### src/rtl/nibble_serial_sub_pkg.sv
// sub_pkg: shared constants, FSM state encoding and sizing helper for the
// nibble-serial subtractor.
// Ports: none (package).
package sub_pkg;

  // Width of one serial step; the lookahead cell is built for exactly this.
  localparam int NIBBLE_W = 4;

  typedef enum logic [1:0] {
    IDLE = 2'd0,
    RUN  = 2'd1,
    DONE = 2'd2
  } state_e;

  // Number of nibble steps needed for an operand of the given width.
  function automatic int nib_count(input int width);
    return width / NIBBLE_W;
  endfunction

endpackage

### src/rtl/nibble_serial_sub_if.sv
// nibble_serial_sub_if: start/busy/done handshake and operand/result bus.
// Ports: master drives start, a, b, bi; slave drives busy, done, d, bo, zero
// (and ovf when NIBBLE_SUB_SIGNED_OVF_EN is defined).
interface nibble_serial_sub_if #(
  parameter int WIDTH = 16
);

  logic             start;
  logic [WIDTH-1:0] a;
  logic [WIDTH-1:0] b;
  logic             bi;
  logic             busy;
  logic             done;
  logic [WIDTH-1:0] d;
  logic             bo;
  logic             zero;
`ifdef NIBBLE_SUB_SIGNED_OVF_EN
  logic             ovf;
`endif

`ifdef NIBBLE_SUB_SIGNED_OVF_EN
  modport master (
    output start, a, b, bi,
    input  busy, done, d, bo, zero, ovf
  );

  modport slave (
    input  start, a, b, bi,
    output busy, done, d, bo, zero, ovf
  );
`else
  modport master (
    output start, a, b, bi,
    input  busy, done, d, bo, zero
  );

  modport slave (
    input  start, a, b, bi,
    output busy, done, d, bo, zero
  );
`endif

endinterface

### src/rtl/nibble_serial_sub_sub4_cla.sv
// sub4_cla: combinational 4-bit subtract cell, diff = x + ~y + ~bin using
// generate/propagate carry lookahead.
// Ports: x, y (nibbles), bin (borrow in) -> diff (nibble), bout (borrow out).
module sub4_cla (
  input  logic [3:0] x,
  input  logic [3:0] y,
  input  logic       bin,
  output logic [3:0] diff,
  output logic       bout
);

  logic [3:0] yn;
  logic [3:0] g;
  logic [3:0] p;
  logic [4:0] c;

  assign yn = ~y;
  assign g  = x & yn;
  assign p  = x ^ yn;

  // A borrow-in of 0 is a carry-in of 1 in the x + ~y form.
  assign c[0] = ~bin;
  assign c[1] = g[0] | (p[0] & c[0]);
  assign c[2] = g[1] | (p[1] & g[0]) | (p[1] & p[0] & c[0]);
  assign c[3] = g[2] | (p[2] & g[1]) | (p[2] & p[1] & g[0])
              | (p[2] & p[1] & p[0] & c[0]);
  assign c[4] = g[3] | (p[3] & g[2]) | (p[3] & p[2] & g[1])
              | (p[3] & p[2] & p[1] & g[0])
              | (p[3] & p[2] & p[1] & p[0] & c[0]);

  assign diff = p ^ c[3:0];
  // Borrow out is the inverse of the carry out.
  assign bout = ~c[4];

endmodule

### src/rtl/nibble_serial_sub.sv
// nibble_serial_sub: multi-cycle unsigned subtractor d = a - b - bi, one
// nibble per clock LSB first; result after NIB+1 cycles, start ignored while busy.
// Ports: clk, rst (sync, active high); bus.slave carries start/a/b/bi in and
// busy/done/d/bo/zero out, plus ovf when NIBBLE_SUB_SIGNED_OVF_EN is defined.
module nibble_serial_sub
  import sub_pkg::*;
#(
  parameter int WIDTH = 16
) (
  input  logic                 clk,
  input  logic                 rst,
  nibble_serial_sub_if.slave   bus
);

  localparam int NIB = nib_count(WIDTH);
  localparam int KW  = (NIB > 1) ? $clog2(NIB) : 1;
  localparam logic [KW-1:0] K_LAST = KW'(NIB - 1);

  state_e           state_q, state_d;
  logic [KW-1:0]    k_q, k_d;
  logic [WIDTH-1:0] a_q, a_d;
  logic [WIDTH-1:0] b_q, b_d;
  logic             br_q, br_d;
  logic [WIDTH-1:0] d_q, d_d;
  logic             bo_q, bo_d;
  logic             zero_q, zero_d;
  logic             busy_q, busy_d;
  logic             done_q, done_d;
`ifdef NIBBLE_SUB_SIGNED_OVF_EN
  logic             ovf_q, ovf_d;
`endif

  logic [NIBBLE_W-1:0] a_nib;
  logic [NIBBLE_W-1:0] b_nib;
  logic [NIBBLE_W-1:0] nib_diff;
  logic                nib_bout;

  // Select the operand nibbles addressed by the step index.
  always_comb begin
    a_nib = '0;
    b_nib = '0;
    for (int n = 0; n < NIB; n++) begin
      if (k_q == KW'(n)) begin
        a_nib = a_q[n*NIBBLE_W +: NIBBLE_W];
        b_nib = b_q[n*NIBBLE_W +: NIBBLE_W];
      end
    end
  end

  // Single cell shared by every RUN step; the borrow register closes the loop.
  sub4_cla u_cell (
    .x    (a_nib),
    .y    (b_nib),
    .bin  (br_q),
    .diff (nib_diff),
    .bout (nib_bout)
  );

  always_comb begin
    state_d = state_q;
    k_d     = k_q;
    a_d     = a_q;
    b_d     = b_q;
    br_d    = br_q;
    d_d     = d_q;
    bo_d    = bo_q;
    zero_d  = zero_q;
`ifdef NIBBLE_SUB_SIGNED_OVF_EN
    ovf_d   = ovf_q;
`endif

    case (state_q)
      IDLE, DONE: begin
        if (bus.start) begin
          a_d     = bus.a;
          b_d     = bus.b;
          br_d    = bus.bi;
          k_d     = '0;
          state_d = RUN;
        end else begin
          state_d = IDLE;
        end
      end

      RUN: begin
        for (int n = 0; n < NIB; n++) begin
          if (k_q == KW'(n)) begin
            d_d[n*NIBBLE_W +: NIBBLE_W] = nib_diff;
          end
        end
        br_d = nib_bout;
        k_d  = k_q + KW'(1);
        if (k_q == K_LAST) begin
          state_d = DONE;
          bo_d    = nib_bout;
          // d_d already holds the final nibble here, so this sees the full result.
          zero_d  = (d_d == '0);
`ifdef NIBBLE_SUB_SIGNED_OVF_EN
          ovf_d   = (a_q[WIDTH-1] != b_q[WIDTH-1]) && (d_d[WIDTH-1] != a_q[WIDTH-1]);
`endif
        end
      end

      default: begin
        state_d = IDLE;
      end
    endcase

    // Status outputs are registered from the next state so they line up with it.
    busy_d = (state_d == RUN);
    done_d = (state_d == DONE);
  end

  always_ff @(posedge clk) begin
    if (rst) begin
      state_q <= IDLE;
      k_q     <= '0;
      a_q     <= '0;
      b_q     <= '0;
      br_q    <= 1'b0;
      d_q     <= '0;
      bo_q    <= 1'b0;
      zero_q  <= 1'b0;
      busy_q  <= 1'b0;
      done_q  <= 1'b0;
`ifdef NIBBLE_SUB_SIGNED_OVF_EN
      ovf_q   <= 1'b0;
`endif
    end else begin
      state_q <= state_d;
      k_q     <= k_d;
      a_q     <= a_d;
      b_q     <= b_d;
      br_q    <= br_d;
      d_q     <= d_d;
      bo_q    <= bo_d;
      zero_q  <= zero_d;
      busy_q  <= busy_d;
      done_q  <= done_d;
`ifdef NIBBLE_SUB_SIGNED_OVF_EN
      ovf_q   <= ovf_d;
`endif
    end
  end

  assign bus.busy = busy_q;
  assign bus.done = done_q;
  assign bus.d    = d_q;
  assign bus.bo   = bo_q;
  assign bus.zero = zero_q;
`ifdef NIBBLE_SUB_SIGNED_OVF_EN
  assign bus.ovf  = ovf_q;
`endif

endmodule

### src/flat_wrapper.sv
// flat-port wrapper written by rule: the top's interface ports become plain ports
module nibble_serial_sub_flat import sub_pkg::*;
#(
  parameter int WIDTH = 16
)
  (clk, rst, bus_start, bus_a, bus_b, bus_bi, bus_busy, bus_done, bus_d, bus_bo, bus_zero);
  nibble_serial_sub_if #(.WIDTH(WIDTH)) bus_i ();
  input  logic clk;
  input  logic rst;
  input wire logic [$bits(bus_i.start)-1:0] bus_start;
  input wire logic [$bits(bus_i.a)-1:0] bus_a;
  input wire logic [$bits(bus_i.b)-1:0] bus_b;
  input wire logic [$bits(bus_i.bi)-1:0] bus_bi;
  output wire logic [$bits(bus_i.busy)-1:0] bus_busy;
  output wire logic [$bits(bus_i.done)-1:0] bus_done;
  output wire logic [$bits(bus_i.d)-1:0] bus_d;
  output wire logic [$bits(bus_i.bo)-1:0] bus_bo;
  output wire logic [$bits(bus_i.zero)-1:0] bus_zero;
  assign bus_i.start = bus_start;
  assign bus_i.a = bus_a;
  assign bus_i.b = bus_b;
  assign bus_i.bi = bus_bi;
  assign bus_busy = bus_i.busy;
  assign bus_done = bus_i.done;
  assign bus_d = bus_i.d;
  assign bus_bo = bus_i.bo;
  assign bus_zero = bus_i.zero;
  nibble_serial_sub #(.WIDTH(WIDTH)) u_core (.clk(clk), .rst(rst), .bus(bus_i));
endmodule
### config.mk
export PLATFORM = sky130hd
export DESIGN_NAME = nibble_serial_sub_flat
export DESIGN_NICKNAME = d
export VERILOG_FILES = /design/src/rtl/nibble_serial_sub_pkg.sv /design/src/rtl/nibble_serial_sub_if.sv /design/src/rtl/nibble_serial_sub_sub4_cla.sv /design/src/rtl/nibble_serial_sub.sv /design/src/flat_wrapper.sv
export SDC_FILE = /design/constraint.sdc
export NUM_CORES = 1
export LEC_CHECK = 0
export ABC_AREA = 0
export CAP_MARGIN = 20
export CORE_ASPECT_RATIO = 0.9
export CORE_MARGIN = 2
export CORE_UTILIZATION = 35
export CTS_CLUSTER_DIAMETER = 60
export DETAILED_ROUTE_END_ITERATION = 16
export SETUP_SLACK_MARGIN = 0.1
export SYNTH_ARGS = -nofsm -noshare
export SYNTH_HDL_FRONTEND = slang
export SYNTH_SLANG_ARGS = --single-unit
### constraint.sdc
create_clock -name clk -period 3.7 [get_ports clk]
set_input_delay 0.37 -clock clk [delete_from_list [all_inputs] [get_ports clk]]
set_output_delay 0.37 -clock clk [all_outputs]
set_load 0.1 [all_outputs]
==> results of run 1 <==
[state kept, by name (all words and copies together), names as in the netlist]
register	cells
u_core.k_q	2
u_core.state_q	2
u_core.bus.zero	1
u_core.a_q	16
u_core.b_q	16
u_core.bus.bo	1
u_core.br_q	1
u_core.bus.busy	1
u_core.bus.done	1
u_core.bus.d	16
[report_power, final]
group          total, W  leakage [nW]  internal (W)  switching [W]
Combinational  0.000359         0.733      0.000139       0.000220
Sequential     0.000670         0.466      0.000648      0.0000223
Clock          0.000484        0.0887      0.000252       0.000231
Total           0.00151          1.29       0.00104       0.000474
[per-layer routing]
metal | vias to the layer above | track usage [%] | wire (um)
li1 | 1230 | - | -
met2 | 46 | 24.3 | 2840
met5 | - | 0 | 0
met3 | 6 | 5.89 | 347
met4 | 0 | 6.19 | 97
met1 | 1095 | 21.9 | 3110
[worst min-delay path: cells and delay by family, from the launching register on]
family | cells | cell delay [ps]
flip-flops | 1 | 310
AND/OR/NAND/NOR | 1 | 50
AO/OA/AOI/OAI | 1 | 50
[through the flow]
stage | hold WS [ps] | util [%]
global route | 477 | 47.1
detailed placement | 449 | 44.9
finish | 455 | 47.1
floorplan | 434 | -
CTS | 458 | 47.1
global placement | 445 | 44.7
[layout make-up]
type	instances	share of cell area (%)
clock buffer	11	4.20
clock inverter	4	0.594
inverter	2	0.223
multi-input combinational	252	40.3
sequential	57	33.9
tap	93	3.45
timing repair buffer	59	17.3
[synthesized netlist by cell type, types with 2 or more instances]
cell	n	area, sq um
nor2b_1	3	18.8
nand2b_1	3	18.8
nand2_1	89	334
nand3b_1	11	82.6
ha_1	8	100
a21o_1	3	22.5
nor2_1	22	82.6
o21ai_0	4	20.0
dfxtp_1	57	1140
nor4_1	2	12.5
nor3_1	3	15.0
a311oi_1	3	26.3
nand3_1	8	40.0
mux2i_1	7	70.1
clkbuf_1	20	75.1
a21oi_1	68	340
inv_1	2	7.51
xnor2_1	2	17.5
a22oi_1	4	30.0
[path summary, 6_finish.rpt]
kind	from	endpoint	slack [ps]	cells past startpoint
min	u_core.bus.d[14]	u_core.bus.d[14]	450	2
max reg2reg	u_core.k_q[1]	u_core.bus.zero	560	12
max	u_core.k_q[1]	u_core.bus.zero	560	12
min reg2reg	u_core.bus.d[14]	u_core.bus.d[14]	450	2
[kinds of logic after synthesis]
| group | after synthesis |
|---|---|
| and+or+nand+nor | 144 |
| DFF | 57 |
| muxes | 8 |
| AOI/OAI and AO/OA | 88 |
| xor gates and xnor gates | 3 |
| adders and majority gates | 9 |
| buffers and inverters | 27 |
==> impl_metrics.ini, run 1 <==
[setup_path]
cp.required_ps = 3940
worstSetupPathType = reg2reg
cp_num_buf_inv = 1
path_cells = inv_1, ha_1, nand3b_1, a21oi_1, a21oi_1, nor2_1, a21o_1, fa_1, xnor2_1, nor4_1, nand3_1, o41ai_2
cp_slowest_cell = ha_1
critPathMaxStageDelay_ps = 620
worstPathMaxFanout = 23
cpLargestDelayFamily = adder cells
end_kind = flop
startpoint_type = flop
crit_arrival_ps = 3380
worst_path_most_repeated_cell = a21oi_1

[global_route]
antenna_found_initial = 0
grt.total_usage_pct = 16.4
grt_pass1_wl_mm = 10.3
grt_max_degree = 59
overflow = 0
grt_pass1_vias = 2180

[die]
num_rows = 29
dieWidth_um = 95.2
dieArea_sq_mm = 0.00820
start_util_pct = 36.7
pin_count = 56
die_y_um = 86.1
fp.coreArea_sq_mm = 0.00715

[logic_synthesis]
synth_edf_count = 0
postSynth.asyncResetShare_pct = 0
synth_adder_area_share_pct = 4.58
synth_flop_cell = dfxtp_1
seq_area_frac_synth_pct = 43.5
synth_xor_area_share_pct = 1.00
synth_top_family_by_area = simple AND/OR/NAND/NOR gates
netlist_instances = 336
synth.distinct_cells = 36
synth_area_sq_mm = 0.00262
synth.area.mux_share_pct = 3.24
avgSynthCellArea_sq_um = 7.81
syn-num-nets = 381
synthSimpleGateAreaFrac_pct = 24.0
synth_compound_area_share_pct = 18.9
ys_warn_count = 0
synth_seq_cells = 57

[clock_network]
worst_skew_pair.late_latency_ps = 330
htree_levels = 3
numCtsBuffers = 9
post-cts-setup-buffers = 0
cts-root-buf = clkbuf_8
postCtsHoldBufs = 0
clock_path_buffers = 2
post_cts_resized = 0
cts_tree = done
clk_pin_slew_ps = 60
clock_sinks = 57

[placement]
place_inst = 463
hpwl_mm = 4.47
place_congestion = 0.773
dpl_cell_area_sq_mm = 0.00321
dp_slack_ps = 608
portBuffers = 55

[timing]
finalCriticalPeriod_ps = 3140
setup_slack_ps = 559
finClkSkew_ps = 6.86
max_freq_ghz = 0.318
final_hold_viol_count = 0
finalMaxSlewViolations = 0
setup-tns-final_ps = 0
tightest_slew_ps = 1080
setup_viol = 0
maxSlewHeadroom_pct = 28.2
rsz0062_at_grt = false
fin_crit_sh_pct = 84.9

[detailed_routing]
routed_wl_mm = 6.39
wl_per_cell_um = 13.4
drc = 0
drt-pass1-iter-count = 4
first_iter_violations = 139
vias = 2377
drt.antenna.violating_nets = 0
via_per_inst = 4.97

[power]
power_w = 0.00151
p_leak_nw = 1.29
pwr_density_cell_mw_per_mm2 = 449
max-vdd-ir-drop_mv = 0.218

[finish]
drive_gt1_share_pct = 6.49
areaGrowthSynthToFinish_pct = 28.4
nFillCells = 709
diodes = 0
nets = 426
multi_input_area_sq_mm = 0.00136
area.sequential_sq_mm = 0.00114
fin_cells = 478
layout_common_cells = nand2_1 (89), a21oi_1 (68), dfxtp_1 (57)
design_area_sq_mm = 0.00337
final_common_cell = nand2_1

[status]
outcome = complete, no violations

[hold_path]
min_path_type = reg2reg

[run]
drv_cap = 0
(Power assumes the default switching activity.)
==> run 2: changes to the inputs <==
==> constraint.sdc (replaced) <==
create_clock -name clk -period 3.3 [get_ports clk]
set_input_delay 0.33 -clock clk [delete_from_list [all_inputs] [get_ports clk]]
set_output_delay 0.33 -clock clk [all_outputs]
set_load 0.1 [all_outputs]
==> impl_metrics.ini, run 2 (synthesized netlist as in run 1, its figures left out) <==
[timing]
tightest_slew_ps = 1030
finalMaxSlewViolations = 0
fin_crit_sh_pct = 89.2
setup-tns-final_ps = 0
finalCriticalPeriod_ps = 2940
max_freq_ghz = 0.340
hold_slack_ps = 453
rsz0062_at_grt = false
finClkSkew_ps = 5.82
setup_viol = 0
final_hold_viol_count = 0
setup_slack_ps = 356
maxSlewHeadroom_pct = 31.2

[global_route]
grt_max_degree = 59
antenna_found_initial = 0
grt_pass1_wl_mm = 10.4
grt_pass1_vias = 2184
overflow = 0
grt.total_usage_pct = 16.4

[die]
dieWidth_um = 95.2
dieArea_sq_mm = 0.00820
num_rows = 29
start_util_pct = 36.7
fp.coreArea_sq_mm = 0.00715
die_y_um = 86.1
pin_count = 56

[placement]
hpwl_mm = 4.40
place_inst = 464
dp_slack_ps = 182
place_congestion = 0.795
portBuffers = 55

[setup_path]
cp.required_ps = 3540
end_kind = flop
regToRegSetupSlack_ps = 360
startpoint_type = flop
worstSetupPathType = reg2reg
worstPathMaxFanout = 23
crit_arrival_ps = 3180
critPathMaxStageDelay_ps = 400
ff2ff_path_depth = 13
cp_slowest_cell = ha_1
r2r-end = u_core.bus.zero
worst_path_most_repeated_cell = a21oi_1
r2r_start = u_core.k_q[1]
path_cells = inv_1, ha_2, nand3b_1, a21oi_1, a21oi_1, nor2_1, a21oi_1, ha_1, nor3_1, a21oi_1, and3_4, mux2_4, o41ai_2

[hold_path]
hp-start = u_core.a_q[8]
hold-path-cell-count = 2
holdPathEnd = u_core.a_q[8]
min_path_type = reg2reg

[status]
outcome = complete, no violations

[finish]
nets = 427
drive_gt1_share_pct = 7.51
layout_common_cells = nand2_1 (89), a21oi_1 (68), dfxtp_1 (57)
fin_util_pct = 47.2
areaGrowthSynthToFinish_pct = 28.7
fin_cells = 479
nFillCells = 732
diodes = 0
final_common_cell = nand2_1

[power]
comb_power_share_pct = 24.3
p_leak_nw = 1.28
p_switching_w = 0.000535
p_sw_share_pct = 31.3
p_seq_share_pct = 44.0
max-vdd-ir-drop_mv = 0.192
clockPowerShare_pct = 31.7
pwr_density_cell_mw_per_mm2 = 506
p_int_w = 0.00117

[detailed_routing]
first_iter_violations = 165
drt.antenna.violating_nets = 0
via_per_inst = 5.04
routed_wl_mm = 6.44
vias = 2416
drt-pass1-iter-count = 5
drc = 0
wl_per_cell_um = 13.5

[clock_network]
postCtsHoldBufs = 0
cts-root-buf = clkbuf_8
cts_tree = done
worst_skew_pair.late_latency_ps = 330
post_cts_resized = 0
clk_pin_slew_ps = 60
clock_sinks = 57
clock_path_buffers = 2
numCtsBuffers = 9
htree_levels = 3
post-cts-setup-buffers = 0

[run]
drv_cap = 0
==> run 2: cell count changes in the layout (fill, tap and decap cells not counted), sizes merged <==
cell | previous run | this run
buf | 5 | 6
==> run 2: power by group through the flow <==
stage | Clock [W] | Combinational, W | Sequential [W]
after floorplan | 0 | 0.000224 | 0.000825
after global placement | 0 | 0.000404 | 0.000765
after detailed placement | 0 | 0.000410 | 0.000765
after CTS | 0.000555 | 0.000413 | 0.000750
after global routing | 0.000593 | 0.000453 | 0.000754
final | 0.000541 | 0.000415 | 0.000750
==> run 2: area by class of cell <==
| type | instances | area, sq um | share of cell area, % |
|---|---|---|---|
| Multi-Input combinational cell | 252 | 1370 | 40.5 |
| Sequential cell | 57 | 1140 | 33.8 |
| Timing Repair Buffer | 60 | 583 | 17.3 |
| Clock buffer | 11 | 141 | 4.19 |
| Tap cell | 93 | 116 | 3.45 |
| Clock inverter | 4 | 20.0 | 0.593 |
| Inverter | 2 | 7.51 | 0.222 |
==> run 2: how the worst max path moves through the flow <==
| stage | slack (ps) | end | cells after the start | from |
|---|---|---|---|---|
| after global placement | 310 | u_core.bus.zero | 12 | u_core.k_q[1] |
| final | 360 | u_core.bus.zero | 13 | u_core.k_q[1] |
| after floorplan | 700 | u_core.bus.zero | 14 | u_core.k_q[0] |
| after global routing | 170 | u_core.bus.zero | 13 | u_core.k_q[0] |
| after detailed placement | 180 | u_core.bus.zero | 13 | u_core.k_q[1] |
| after CTS | 170 | u_core.bus.zero | 13 | u_core.k_q[1] |
==> run 2: worst max-delay path, delay by kind of cell (launching register included) <==
family | cells | cell delay [ps]
AND/OR/NAND/NOR | 4 | 850
multiplexers | 1 | 260
adder cells (fa/ha/maj) | 2 | 710
AO/OA/AOI/OAI | 5 | 550
flip-flops | 1 | 390
buffers and inverters | 1 | 80
==> run 2: per-layer routing <==
| layer | routed length [um] | part of all wire (%) | global-route usage, % |
|---|---|---|---|
| met4 | 74 | 1.1 | 4.74 |
| met2 | 2940 | 46 | 24.5 |
| met1 | 3110 | 48 | 22.3 |
| met3 | 322 | 5.0 | 5.71 |
| met5 | 0 | 0 | 0 |
==> run 2: metrics by stage <==
stage	power (W)	cell area, sq um
5_1_grt	0.00180	3380
6_report	0.00171	3380
3_5_place_dp	0.00118	3210
3_3_place_gp	0.00117	3210
2_1_floorplan	0.00105	2620
4_1_cts	0.00172	3370
==> run 3: changes to the inputs <==
--- a/config.mk
+++ b/config.mk
@@ -6,13 +6,12 @@
 export NUM_CORES = 1
 export LEC_CHECK = 0
 export ABC_AREA = 0
-export CAP_MARGIN = 20
+export CAP_MARGIN = 10
 export CORE_ASPECT_RATIO = 0.9
 export CORE_MARGIN = 2
 export CORE_UTILIZATION = 35
 export CTS_CLUSTER_DIAMETER = 60
 export DETAILED_ROUTE_END_ITERATION = 16
-export SETUP_SLACK_MARGIN = 0.1
 export SYNTH_ARGS = -nofsm -noshare
 export SYNTH_HDL_FRONTEND = slang
 export SYNTH_SLANG_ARGS = --single-unit
==> results of run 3 <==
Same layout as run 2: the final DEF is identical, and so are final timing and power.
